[config.mk]
export PLATFORM = sky130hd
export DESIGN_NAME = iq_gen_deadlock_reporter
export DESIGN_NICKNAME = d
export VERILOG_FILES = /design/src/rtl/iq_gen_deadlock_reporter.sv
export SDC_FILE = /design/constraint.sdc
export NUM_CORES = 1
export LEC_CHECK = 0
export ABC_CLOCK_PERIOD_IN_PS = 3300
export BUFFER_PORTS_ARGS = -buffer_cell sky130_fd_sc_hd__buf_2
export CAP_MARGIN = 25
export CORE_AREA = 2 2 79 81
export CTS_CLUSTER_SIZE = 16
export DETAILED_ROUTE_END_ITERATION = 8
export DIE_AREA = 0 0 81 83
export PLACE_DENSITY = 0.77
export SYNTH_ARGS = -nofsm -noshare
export SYNTH_HDL_FRONTEND = slang
export SYNTH_SLANG_ARGS = --single-unit
[constraint.sdc]
create_clock -name ap_clk -period 3.3 [get_ports ap_clk]
set_input_delay 0.33 -clock ap_clk [delete_from_list [all_inputs] [get_ports ap_clk]]
set_output_delay 0.33 -clock ap_clk [all_outputs]
set_load 0.01 [all_outputs]
[src/rtl/iq_gen_deadlock_reporter.sv]
// Qualifies the iq_gen deadlock monitor's block flag, latches the first qualified
// deadlock with its channel info, and reports it once over a valid/ready port.
module iq_gen_deadlock_reporter #(
  parameter int HOLD_CYCLES = 1024,
  parameter int CNT_W       = 16
) (
  input  logic             ap_clk,
  input  logic             ap_rst_n,
  input  logic             block_in,
  input  logic [15:0]      info_in,
  input  logic             clr,
  input  logic             rpt_ready,
  output logic             deadlock,
  output logic [15:0]      deadlock_info,
  output logic [CNT_W-1:0] event_count,
  output logic             rpt_valid,
  output logic [31:0]      rpt_data
);

  typedef enum logic [1:0] {
    IDLE   = 2'd0,
    ARMED  = 2'd1,
    REPORT = 2'd2,
    DONE   = 2'd3
  } state_t;

  localparam logic [15:0] HOLD_W = 16'(HOLD_CYCLES);

  function automatic logic [CNT_W-1:0] sat_inc(input logic [CNT_W-1:0] v);
    if (&v) sat_inc = v;
    else    sat_inc = v + CNT_W'(1);
  endfunction

  function automatic logic [15:0] zext16(input logic [CNT_W-1:0] v);
    zext16           = '0;
    zext16[CNT_W-1:0] = v;
  endfunction

  state_t           r_state;
  logic [15:0]      r_run_cnt;
  logic             r_deadlock;
  logic [15:0]      r_info;
  logic [CNT_W-1:0] r_cnt;
  logic             r_rpt_valid;
  logic [31:0]      r_rpt_data;

  state_t           w_state_nxt;
  logic [15:0]      w_run_nxt;
  logic [15:0]      w_run_inc;
  logic             w_dl_nxt;
  logic [15:0]      w_info_nxt;
  logic [CNT_W-1:0] w_cnt_nxt;

  // run_cnt is zero whenever IDLE, so IDLE and ARMED share the same counting rule
  assign w_run_inc = r_run_cnt + 16'd1;

  always_comb begin
    w_state_nxt = r_state;
    w_run_nxt   = r_run_cnt;
    w_dl_nxt    = r_deadlock;
    w_info_nxt  = r_info;
    w_cnt_nxt   = r_cnt;
    if (clr) begin
      w_state_nxt = IDLE;
      w_run_nxt   = '0;
      w_dl_nxt    = 1'b0;
      w_info_nxt  = '0;
    end else begin
      case (r_state)
        IDLE, ARMED: begin
          if (block_in) begin
            w_run_nxt = w_run_inc;
            if (w_run_inc == HOLD_W) begin
              w_state_nxt = REPORT;
              w_dl_nxt    = 1'b1;
              w_info_nxt  = info_in;
              w_cnt_nxt   = sat_inc(r_cnt);
            end else begin
              w_state_nxt = ARMED;
            end
          end else begin
            w_state_nxt = IDLE;
            w_run_nxt   = '0;
          end
        end
        REPORT: begin
          if (rpt_ready) w_state_nxt = DONE;
        end
        DONE: begin
          w_state_nxt = DONE;
        end
        default: begin
          w_state_nxt = IDLE;
          w_run_nxt   = '0;
          w_dl_nxt    = 1'b0;
          w_info_nxt  = '0;
        end
      endcase
    end
  end

  // Outputs are registered from next-state values so they line up with the state
  always_ff @(posedge ap_clk) begin
    if (!ap_rst_n) begin
      r_state     <= IDLE;
      r_run_cnt   <= '0;
      r_deadlock  <= 1'b0;
      r_info      <= '0;
      r_cnt       <= '0;
      r_rpt_valid <= 1'b0;
      r_rpt_data  <= '0;
    end else begin
      r_state     <= w_state_nxt;
      r_run_cnt   <= w_run_nxt;
      r_deadlock  <= w_dl_nxt;
      r_info      <= w_info_nxt;
      r_cnt       <= w_cnt_nxt;
      r_rpt_valid <= (w_state_nxt == REPORT);
      r_rpt_data  <= {zext16(w_cnt_nxt), w_info_nxt};
    end
  end

  assign deadlock      = r_deadlock;
  assign deadlock_info = r_info;
  assign event_count   = r_cnt;
  assign rpt_valid     = r_rpt_valid;
  assign rpt_data      = r_rpt_data;

endmodule

* Yosys cells after proc, flatten, opt, wreduce, memory -nomap -nowiden *
Cells that the tools add are included.

cells by class
  order comparisons = 0
  div/mod/pow operators = 0
  equal/unequal tests = 5
  reduce and logical (&&, ||, !) cells = 5
  add/subtract/negate cells = 2
  bitwise operators = 1
  mux-type cells = 15
  multipliers = 0
  shift-type cells = 0

operators with widths
  operator                 number
  $mux W16                 10
  $add A16 B1 Y16 const B  2
  $eq A16 B11 Y1 const B   1
  $reduce_and A16 Y1       1
  $mux W2                  4
  $eq A2 B2 Y1 const B     3
  $pmux W2 S3              1
  $reduce_or A2 Y1         2
  $reduce_and A3 Y1        1
  $eq A2 B1 Y1 const B     1
  $logic_not A2 Y1         1
  $not A1 Y1               1

storage, ports and cells
  RAM bits = 0
  bits of input ports = 21
  output and inout port bits = 66
  bits in registers = 84
  latch bits = 0
  bits in read-only memories = 0
  memories kept = 0

* Longest topological paths before layout *
Gate-level depths: netlist of the first run.

  depth in word-level cells = 7
  gate-level depth with buffers = 11
  depth with buffers taken out = 8

* Worst setup path after synthesis of the first run *
No wires, ideal clock.

  path kind = reg-to-reg
  from = reg r_run_cnt[0]
  to = reg r_cnt[11] (netlist: event_count[11])
  arrival = 2303 ps
  setup slack = 927 ps
  clock period less this slack = 2373 ps
  stages on the path, launching flop included = 10
  data required time = 3230 ps
  path through = dfxtp_1 ha_1 clkbuf_1 nand3_1 nor2_1 or3_1 a22oi_2 nand4_2 or4_1 a21oi_1

on the way
  word-level cells in the longest chain between the ends = 6

RTL lines
  element                 line  source
  from (decl)             40    logic [15:0] r_run_cnt;
  from (signal assigned)  114   r_run_cnt <= w_run_nxt;
  $add A16 B1 Y16         55    assign w_run_inc = r_run_cnt + 16'd1;
  $eq A16 B11 Y1          73    if (w_run_inc == HOLD_W) begin
  $mux W16                73
  $mux W16                71    if (block_in) begin
  $mux W16                69    case (r_state)
  $mux W16                63    if (clr) begin
  to (signal assigned)    117   r_cnt <= w_cnt_nxt;
  to (decl)               43    logic [CNT_W-1:0] r_cnt;

No other way between the ends.
A chain may end at the register's enable or synchronous reset.

* Worst setup path after layout of the first run *
  from = reg r_run_cnt[2]
  to = reg r_cnt[11] (netlist: event_count[11])

Same word-level chain as after synthesis.

==> flow_summary.yaml, run 1 <==
outcome:
  status: "complete, no violations"
cts:
  cts_tree: "done"
  clock_path_buffers: 2
  clock_latency_ps: 310
  clockRootBuffer: "clkbuf_8"
  cts_inserted_buffers: 5
  clkSlewWorstSetupHoldPaths_ps: 100
  post-cts-setup-buffer-count: 0
  htreeDepth: 2
  cts.repair.resized: 0
  hold_buffers: 0
  clock_sinks: 52
die:
  start_util_pct: 49.2
  die_w_um: 81
  core_mm2: 0.00582
  die_area_mm2: 0.00672
  die_y_um: 83
  ioPinCount: 87
  row_count: 28
worst_setup_path:
  cp_max_fo: 12
  cp-end-kind: "flop"
  critPathMaxStageDelay_ps: 560
  worstPathArrival_ps: 3020
  critical_path_class: "reg2reg"
  crit_slowest_cell: "dfxtp_1"
  rr_endpoint: "event_count[11]$_SDFFE_PN0P_"
  rr_worst_depth: 7
  startpoint_type: "flop"
  crit_end: "event_count[11]$_SDFFE_PN0P_"
  crit_chain: "and4_4 > nand3_2 > o31a_1 > nor4b_4 > nand4_2 > or4_1 > a21oi_1"
  required_ps: 3540
  crit_start: "r_run_cnt[2]$_SDFFE_PP0P_"
  r2r_start: "r_run_cnt[2]$_SDFFE_PP0P_"
  rrSetupSlack_ps: 520
power_and_ir_drop:
  peakVddDrop_uv: 190
  p_leak_nw: 1.45
  p_comb_share_pct: 3.7
  seqPwrFrac_pct: 56.7
  sw_frac_of_total_pct: 21.7
  p_sw_w: 0.000241
  clkPwrFrac_pct: 39.7
  p_int_w: 0.000869
  power_density_mw_per_mm2: 348
synthesis:
  ys.flop_type: "dfxtp_1"
  yosysWarnings: 0
  yosysMostFrequentCell: "dfxtp_1"
  synth_top_area_share_pct: 36.4
  synth_edf_count: 0
  synth_top_area_cell: "dfxtp_1"
  yosysUniqueCellTypes: 47
  ys_top_cells_by_count: "52 x dfxtp_1, 38 x nor2_1, 35 x buf_4"
  ys_ff_latch: 52
  syn_nets: 377
  ys_async_sr_fraction_pct: 0
  netlist_area_mm2: 0.00286
  ys_seq_area_share_pct: 36.4
  synth.area.top_cells: "dfxtp_1 36%, buf_4 9.2%, mux2i_1 6.0%"
  synth_cells: 353
  syn_avg_cell_area_um2: 8.10
finish:
  synthToLayoutAreaGrowth_pct: 11.5
  n_fill_cell: 571
  drive_above_1_share_pct: 27.7
  antenna_cells: 0
  stdcell_count: 472
  fin_nets: 420
route:
  via_per_inst: 5.54
  vias: 2617
  drt_first_iter_violations: 319
  detail-route-antenna-nets: 0
  wl_um: 6320
  first_pass_iters: 4
  drt-wirelength-per-cell_um: 13.4
  drc: 0
sta:
  fmax_mhz: 360
  hold_slack_ps: 244
  setup_viol: 0
  tns_ps: 0
  worst_slew_pin_slew_ps: 533
  max_slew_margin_pct: 64.1
  fin_crit_sh_pct: 84.2
  rsz0062_at_grt: "no"
  slew_viol_final: 0
  skew_ps: 7.44
  finalCriticalPeriod_ps: 2780
  hold_violations: 0
flow_run:
  max-cap-violations: 0
global_routing:
  grt_max_degree: 37
  grt_pass1_vias: 2258
  overflow: 0
  grt_usage_pct: 18.4
  grt_pass1_wl_um: 10100
  antenna_found_initial: 0
placement:
  place_congestion: 0.954
  portBuffers: 86
  place_hpwl_um: 4380
  placed_cells: 464
worst_hold_path:
  min_path_type: "in2reg"
## cells by family (layout without fill, tap and decap cells)
group                    count (synthesis)  count (layout)  share of synthesized area, %
flip-flops                              52              52                          36.4
multiplexers                            18              18                          6.35
AND/OR/NAND/NOR                        134             134                          25.2
XOR/XNOR                                 4               4                          1.23
buffers and inverters                   63             107                          13.1
AO/OA/AOI/OAI                           79              79                          16.4
adder cells (fa/ha/maj)                  3               3                          1.31
## worst min-delay path by stage
stage | start | to | cells after the start | slack, ps
finish | info_in[0] | deadlock_info[0]$_SDFFE_PP0P_ | 3 | 240
CTS | info_in[0] | deadlock_info[0]$_SDFFE_PP0P_ | 3 | 240
floorplan | r_run_cnt[15]$_SDFFE_PP0P_ | r_run_cnt[15]$_SDFFE_PP0P_ | 2 | 450
detailed placement | deadlock$_SDFFE_PP0P_ | deadlock$_SDFFE_PP0P_ | 2 | 440
global route | info_in[13] | deadlock_info[13]$_SDFFE_PP0P_ | 3 | 250
global placement | deadlock$_SDFFE_PP0P_ | deadlock$_SDFFE_PP0P_ | 2 | 430
## metal layers
layer | GRT usage (%) | part of all wire, % | vias up
met3 | 3.91 | 6.1 | 11
met2 | 30.1 | 48 | 88
met1 | 23.3 | 44 | 1217
met4 | 7.09 | 1.8 | 0
met5 | 0 | 0 | -
li1 | - | - | 1301
## per-stage QoR
step | util [%] | power (W) | setup WS, ps | instance area [µm²]
after floorplan | - | 0.000666 | 927 | 2860
after global placement | 52.9 | 0.000684 | 655 | 3080
after detailed placement | 52.9 | 0.000685 | 570 | 3080
after CTS | 54.8 | 0.00112 | 521 | 3190
after global routing | 54.8 | 0.00115 | 235 | 3190
final | 54.8 | 0.00111 | 520 | 3190
## layout make-up
cell class                      instances  area [µm²]  area share, %
Multi-Input combinational cell        238        1440           45.3
Sequential cell                        52        1040           32.7
Timing Repair Buffer                   91         468           14.7
Tap cell                               75        93.8           2.94
Clock buffer                            5        68.8           2.16
Clock inverter                          3        42.5           1.33
Inverter                                8        30.0          0.942
## power by group through the flow
stage	Sequential [W]	Combinational (W)	Clock, W
after floorplan	0.000644	0.0000222	0
after global placement	0.000644	0.0000404	0
after detailed placement	0.000644	0.0000405	0
after CTS	0.000629	0.0000408	0.000448
after global routing	0.000630	0.0000452	0.000472
final	0.000629	0.0000406	0.000441
## sequential cells by signal, indices dropped and copies added, names as in the netlist
register / flops
event_count: 16
deadlock_info: 15
rpt_data: 1
rpt_valid: 1
deadlock: 1
r_state: 2
r_run_cnt: 16
## cell usage in the layout (no fill, tap or decap), drive strengths merged, types with 2 or more instances in the layout
master  netlist  routed
mux2i        17      17
xor2          2       2
nand4         8       8
nand2b        2       2
a21oi        33      33
o21ai        23      23
a22oi         2       2
nand3        10      10
or3          22      22
nand2        25      25
ha            3       3
a21o          5       5
or4           4       4
a31oi         3       3
and2          3       3
nor2         38      38
and4          3       3
clkbuf       13       5
and3          3       3
buf          42      91
dfxtp        52      52
or2           2       2
a41oi         2       2
a311oi        2       2
o31ai         3       3
nor4          4       4
nor3          8       8
inv           8       8
xnor2         2       2
## worst max-delay path: cells and delay by family, from the launching register on
kind / cells / cell delay (ps)
flops: 1 / 560
compound gates: 2 / 540
simple gates: 5 / 1600
Power figures use the tool's default switching activity.
==> run 2, diff against run 1 <==
ABC_CLOCK_PERIOD_IN_PS = 2590   (was 3300)
clock period = 2.59 ns   (was 3.3 ns; I/O delays follow)
==> run 2 against run 1 <==
Compared with the run above:
- maximum frequency is 11% higher
- cell area is 7.0% higher
- global-route usage is 1.6 points higher
- first-iteration DRC count is 41% lower
- critical path depth is 2 higher
==> flow_summary.yaml, run 2 (synthesis results as in run 1) <==
worst_setup_path:
  worstPathArrival_ps: 2730
  r2r_start: "r_run_cnt[1]$_SDFFE_PP0P_"
  cp_max_fo: 7
  crit_end: "event_count[11]$_SDFFE_PN0P_"
  rr_endpoint: "event_count[11]$_SDFFE_PN0P_"
  startpoint_type: "flop"
  required_ps: 2820
  crit_start: "r_run_cnt[1]$_SDFFE_PP0P_"
  rr_worst_depth: 9
  rrSetupSlack_ps: 90
  cp-end-kind: "flop"
  critical_path_class: "reg2reg"
power_and_ir_drop:
  peakVddDrop_uv: 292
  p_leak_nw: 1.59
  total_power_w: 0.00140
  power_density_mw_per_mm2: 410
sta:
  worst_slack_ps: 88.0
  fin_crit_sh_pct: 96.6
  setup_viol: 0
  max_slew_margin_pct: 65.9
  hold_violations: 0
  slew_viol_final: 0
  finalCriticalPeriod_ps: 2500
  worst_slew_pin_slew_ps: 510
  skew_ps: 7.59
  fmax_mhz: 400
global_routing:
  met1_usage_pct: 26.0
  grt_pass1_wl_um: 11000
  grt_max_degree: 37
  grt_pass1_vias: 2473
  overflow: 0
  grt_util_met2_pct: 32.5
  grt.busiest_layer: "met2"
  grt_use_met3_pct: 3.37
  antenna_found_initial: 0
  grt_usage_pct: 19.9
finish:
  stdcell_area_mm2: 0.00341
  antenna_cells: 0
  mostFrequentLayoutCell: "buf_2"
  fin_nets: 439
  stdcell_count: 491
  mostFrequentLayoutCells: "86 x buf_2, 46 x dfxtp_1, 38 x nor2_1"
  drive_above_1_share_pct: 33.2
  synthToLayoutAreaGrowth_pct: 19.3
placement:
  portBuffers: 86
  dpl_worst_slack_ps: 46.9
  placed_cells: 480
  place_hpwl_um: 4770
  place_area_mm2: 0.00321
  place_congestion: 0.933
route:
  drc: 0
  first_pass_iters: 5
  detail-route-antenna-nets: 0
  vias: 2695
  drt-wirelength-per-cell_um: 13.6
  via_per_inst: 5.49
  wl_um: 6680
  drt_first_iter_violations: 187
cts:
  clock_latency_ps: 300
  clock_path_buffers: 2
  hold_buffers: 0
  clockRootBuffer: "clkbuf_8"
  clock_sinks: 52
  htreeDepth: 2
  clkSlewWorstSetupHoldPaths_ps: 90
  cts_tree: "done"
  cts_inserted_buffers: 5
die:
  start_util_pct: 49.2
  die_w_um: 81
  row_count: 28
  die_y_um: 83
  die_area_mm2: 0.00672
  ioPinCount: 87
  core_mm2: 0.00582
worst_hold_path:
  min_path_type: "in2reg"
outcome:
  status: "complete, no violations"
flow_run:
  max-cap-violations: 0
-- run 2: cell types whose count changed in the layout (fill, tap and decap cells not counted), moves of 2 or more --
cell	previous run	this run
nand4_2	3	1
buf_4	5	22
dfxtp_2	0	6
dfxtp_1	52	46
nand4_4	0	2
-- run 2: where the power goes --
part	leakage, nW	internal (W)	switching (W)
registers	0.422	0.000800	0.00000135
clock network	0.0552	0.000287	0.000256
logic	1.11	0.0000222	0.0000324
total	1.59	0.00111	0.000289
-- run 2: repair_timing --
item | 4_1_cts | 5_1_grt
gates resized for setup | 0 | 15
buffers inserted | 0 | 2
endpoints found under the setup margin | 0 | 30
-- run 2: worst max-delay path: stages, from the launching register on --
cell	delay, ps
dfxtp_1	350
buf_4	160
a311oi_1	320
a41o_1	160
o311a_1	180
nor4b_4	260
buf_4	190
nand4_4	110
or4_1	530
a21oi_1	170
-- run 2: cell type report --
class / count / area, µm²
Tap cell: 75 / 93.8
Timing Repair Buffer: 110 / 641
Inverter: 8 / 30.0
Multi-Input combinational cell: 238 / 1490
Clock buffer: 6 / 72.6
Clock inverter: 2 / 35.0
Sequential cell: 52 / 1050
Fill cell: 545 / 2400
-- run 2: worst min-delay path by stage --
stage	startpoint	to	cells past startpoint
after floorplan	info_in[0]	deadlock_info[0]$_SDFFE_PP0P_	2
after global placement	deadlock$_SDFFE_PP0P_	deadlock$_SDFFE_PP0P_	2
after detailed placement	deadlock$_SDFFE_PP0P_	deadlock$_SDFFE_PP0P_	2
after CTS	info_in[5]	deadlock_info[5]$_SDFFE_PP0P_	3
after global routing	info_in[5]	deadlock_info[5]$_SDFFE_PP0P_	3
final	info_in[5]	deadlock_info[5]$_SDFFE_PP0P_	3
-- run 2: stage by stage --
step	hold slack, ps	utilization [%]	TNS, ps
global placement	431	55.2	0
finish	186	58.6	0
floorplan	403	-	0
CTS	184	57.0	0
global route	184	58.6	-596
detailed placement	448	55.2	0
-- run 2: routing by layer --
metal	wire, µm	up-vias	share of wire [%]
li1	-	1338	-
met1	2970	1266	44
met5	0	-	0
met2	3240	80	48
met3	359	11	5.4
met4	114	0	1.7
==> run 3, diff against run 2 <==
CELL_PAD_IN_SITES_DETAIL_PLACEMENT = 0   (was not set)
CELL_PAD_IN_SITES_GLOBAL_PLACEMENT = 2   (was not set)
CORE_AREA = 2 2 103 105   (was 2 2 79 81)
DIE_AREA = 0 0 105 107   (was 0 0 81 83)
PLACE_DENSITY = not set   (was 0.77)
PLACE_DENSITY_LB_ADDON = 0.1   (was not set)
==> run 3 against run 2 <==
Compared with the run above:
- final cell count grew 13%
- die area increased by 67%
- highest routed layer unchanged
- non-clock buffer count grew 4
- sequential cell count stayed put
- setup slack better by 90 ps
- worst hold slack lost 9.9 ps
- via count is 2.3% lower
- clock-buffer cell count is the same
- wire length increased by 11%
- critical endpoint is now event_count[4]$_SDFFE_PN0P_
==> flow_summary.yaml, run 3 (synthesis results as in run 1) <==
die:
  die_w_um: 105
  die_area_mm2: 0.0112
  ioPinCount: 87
  core_mm2: 0.0101
  die_y_um: 107
  start_util_pct: 28.3
  row_count: 37
cts:
  hold_buffers: 0
  htreeDepth: 2
  clock_path_buffers: 2
  clockRootBuffer: "clkbuf_8"
  cts_tree: "done"
  cts_inserted_buffers: 5
  clock_latency_ps: 310
  clock_sinks: 52
  clkSlewWorstSetupHoldPaths_ps: 100
sta:
  fin_crit_sh_pct: 93.1
  max_slew_margin_pct: 63.4
  rsz0062_at_grt: "no"
  worst_slack_ps: 178
  slew_viol_final: 0
  fmax_mhz: 415
  finalCriticalPeriod_ps: 2410
  worst_slew_pin_slew_ps: 544
  tns_ps: 0
  hold_violations: 0
  hold_slack_ps: 176
  skew_ps: 5.01
  setup_viol: 0
finish:
  fin_nets: 443
  drive_above_1_share_pct: 34.4
  mostFrequentLayoutCells: "86 x buf_2, 45 x dfxtp_1, 38 x nor2_1"
  n_fill_cell: 1120
  antenna_cells: 0
  synthToLayoutAreaGrowth_pct: 21.7
  multi_input_area_mm2: 0.00148
  mostFrequentLayoutCell: "buf_2"
  regArea_mm2: 0.00106
power_and_ir_drop:
  p_sw_w: 0.000321
  p_leak_nw: 1.59
  clkPwrFrac_pct: 36.9
  sw_frac_of_total_pct: 23.7
  p_comb_share_pct: 4.3
  peakVddDrop_uv: 183
  seqPwrFrac_pct: 58.9
  p_int_w: 0.00104
  power_density_mw_per_mm2: 390
route:
  detail-route-antenna-nets: 0
  first_pass_iters: 4
  vias: 2632
  drc: 0
  drt_first_iter_violations: 103
  wl_um: 7410
  drt-wirelength-per-cell_um: 13.3
  via_per_inst: 4.74
worst_hold_path:
  min_path_type: "in2reg"
worst_setup_path:
  critPathMaxStageDelay_ps: 360
  crit_chain: "nand4_1 > or2_1 > o31a_1 > nor4b_4 > buf_4 > nand4_2 > buf_12 > or3_1 > a21oi_2"
  worstPathArrival_ps: 2660
  crit_slowest_cell: "dfxtp_1"
  cp_max_fo: 24
  critical_path_class: "reg2reg"
  required_ps: 2840
  startpoint_type: "flop"
  cp-end-kind: "flop"
placement:
  place_hpwl_um: 5280
  portBuffers: 86
  place_congestion: 0.753
  dpl_worst_slack_ps: 73.7
global_routing:
  antenna_found_initial: 0
  grt_usage_pct: 13.2
  grt_max_degree: 37
  grt_pass1_vias: 2360
  overflow: 0
  grt_pass1_wl_um: 12000
outcome:
  status: "complete, no violations"
flow_run:
  max-cap-violations: 0
[run 3: power by group through the flow]
stage / clock network (W) / registers [W] / logic (W)
after global placement: 0 / 0.000820 / 0.0000593
after detailed placement: 0 / 0.000820 / 0.0000595
after CTS: 0.000531 / 0.000802 / 0.0000594
after global routing: 0.000558 / 0.000799 / 0.0000645
after floorplan: 0 / 0.000820 / 0.0000283
final: 0.000501 / 0.000799 / 0.0000578
[run 3: critical path, delay by kind of cell (launching register included)]
kind	cells	cell delay (ps)
and+or+nand+nor	5	1180
AOI/OAI and AO/OA	2	450
DFF	1	360
buffers and inverters	2	360
[run 3: metal layers]
| metal | track usage [%] | vias up | routed length [µm] |
|---|---|---|---|
| met5 | 0 | - | 0 |
| met4 | 3.90 | 0 | 97 |
| li1 | - | 1345 | - |
| met2 | 21.4 | 68 | 3310 |
| met3 | 2.55 | 9 | 360 |
| met1 | 17.8 | 1210 | 3640 |
[run 3: final timing paths]
kind | start | endpoint | slack [ps] | cells past startpoint
setup / recovery | r_run_cnt[7]$_SDFFE_PP0P_ | event_count[4]$_SDFFE_PN0P_ | 180 | 9
hold / removal | info_in[0] | deadlock_info[0]$_SDFFE_PP0P_ | 180 | 3
setup reg to reg | r_run_cnt[7]$_SDFFE_PP0P_ | event_count[4]$_SDFFE_PN0P_ | 180 | 9
hold reg to reg | deadlock$_SDFFE_PP0P_ | deadlock$_SDFFE_PP0P_ | 450 | 2
[run 3: what timing repair did]
action,4_1_cts,5_1_grt
buffers inserted,0,1
gates resized for setup,0,19
endpoints found under the setup margin,0,29
hold endpoints to repair,0,0
[run 3: stage by stage]
stage	total power, W	area [µm²]	util (%)	instances
2_1_floorplan	0.000848	2860	-	353
3_3_place_gp	0.000879	3330	33.0	547
3_5_place_dp	0.000880	3330	33.0	547
4_1_cts	0.00139	3420	33.9	554
5_1_grt	0.00142	3480	34.5	555
6_report	0.00136	3480	34.5	555
[run 3: cell type report]
class	instances	share of cell area, %
clock buffer	6	2.37
tap	136	4.89
timing repair buffer	114	18.8
inverter	8	0.863
sequential	52	30.4
clock inverter	1	0.252
multi-input combinational	238	42.5
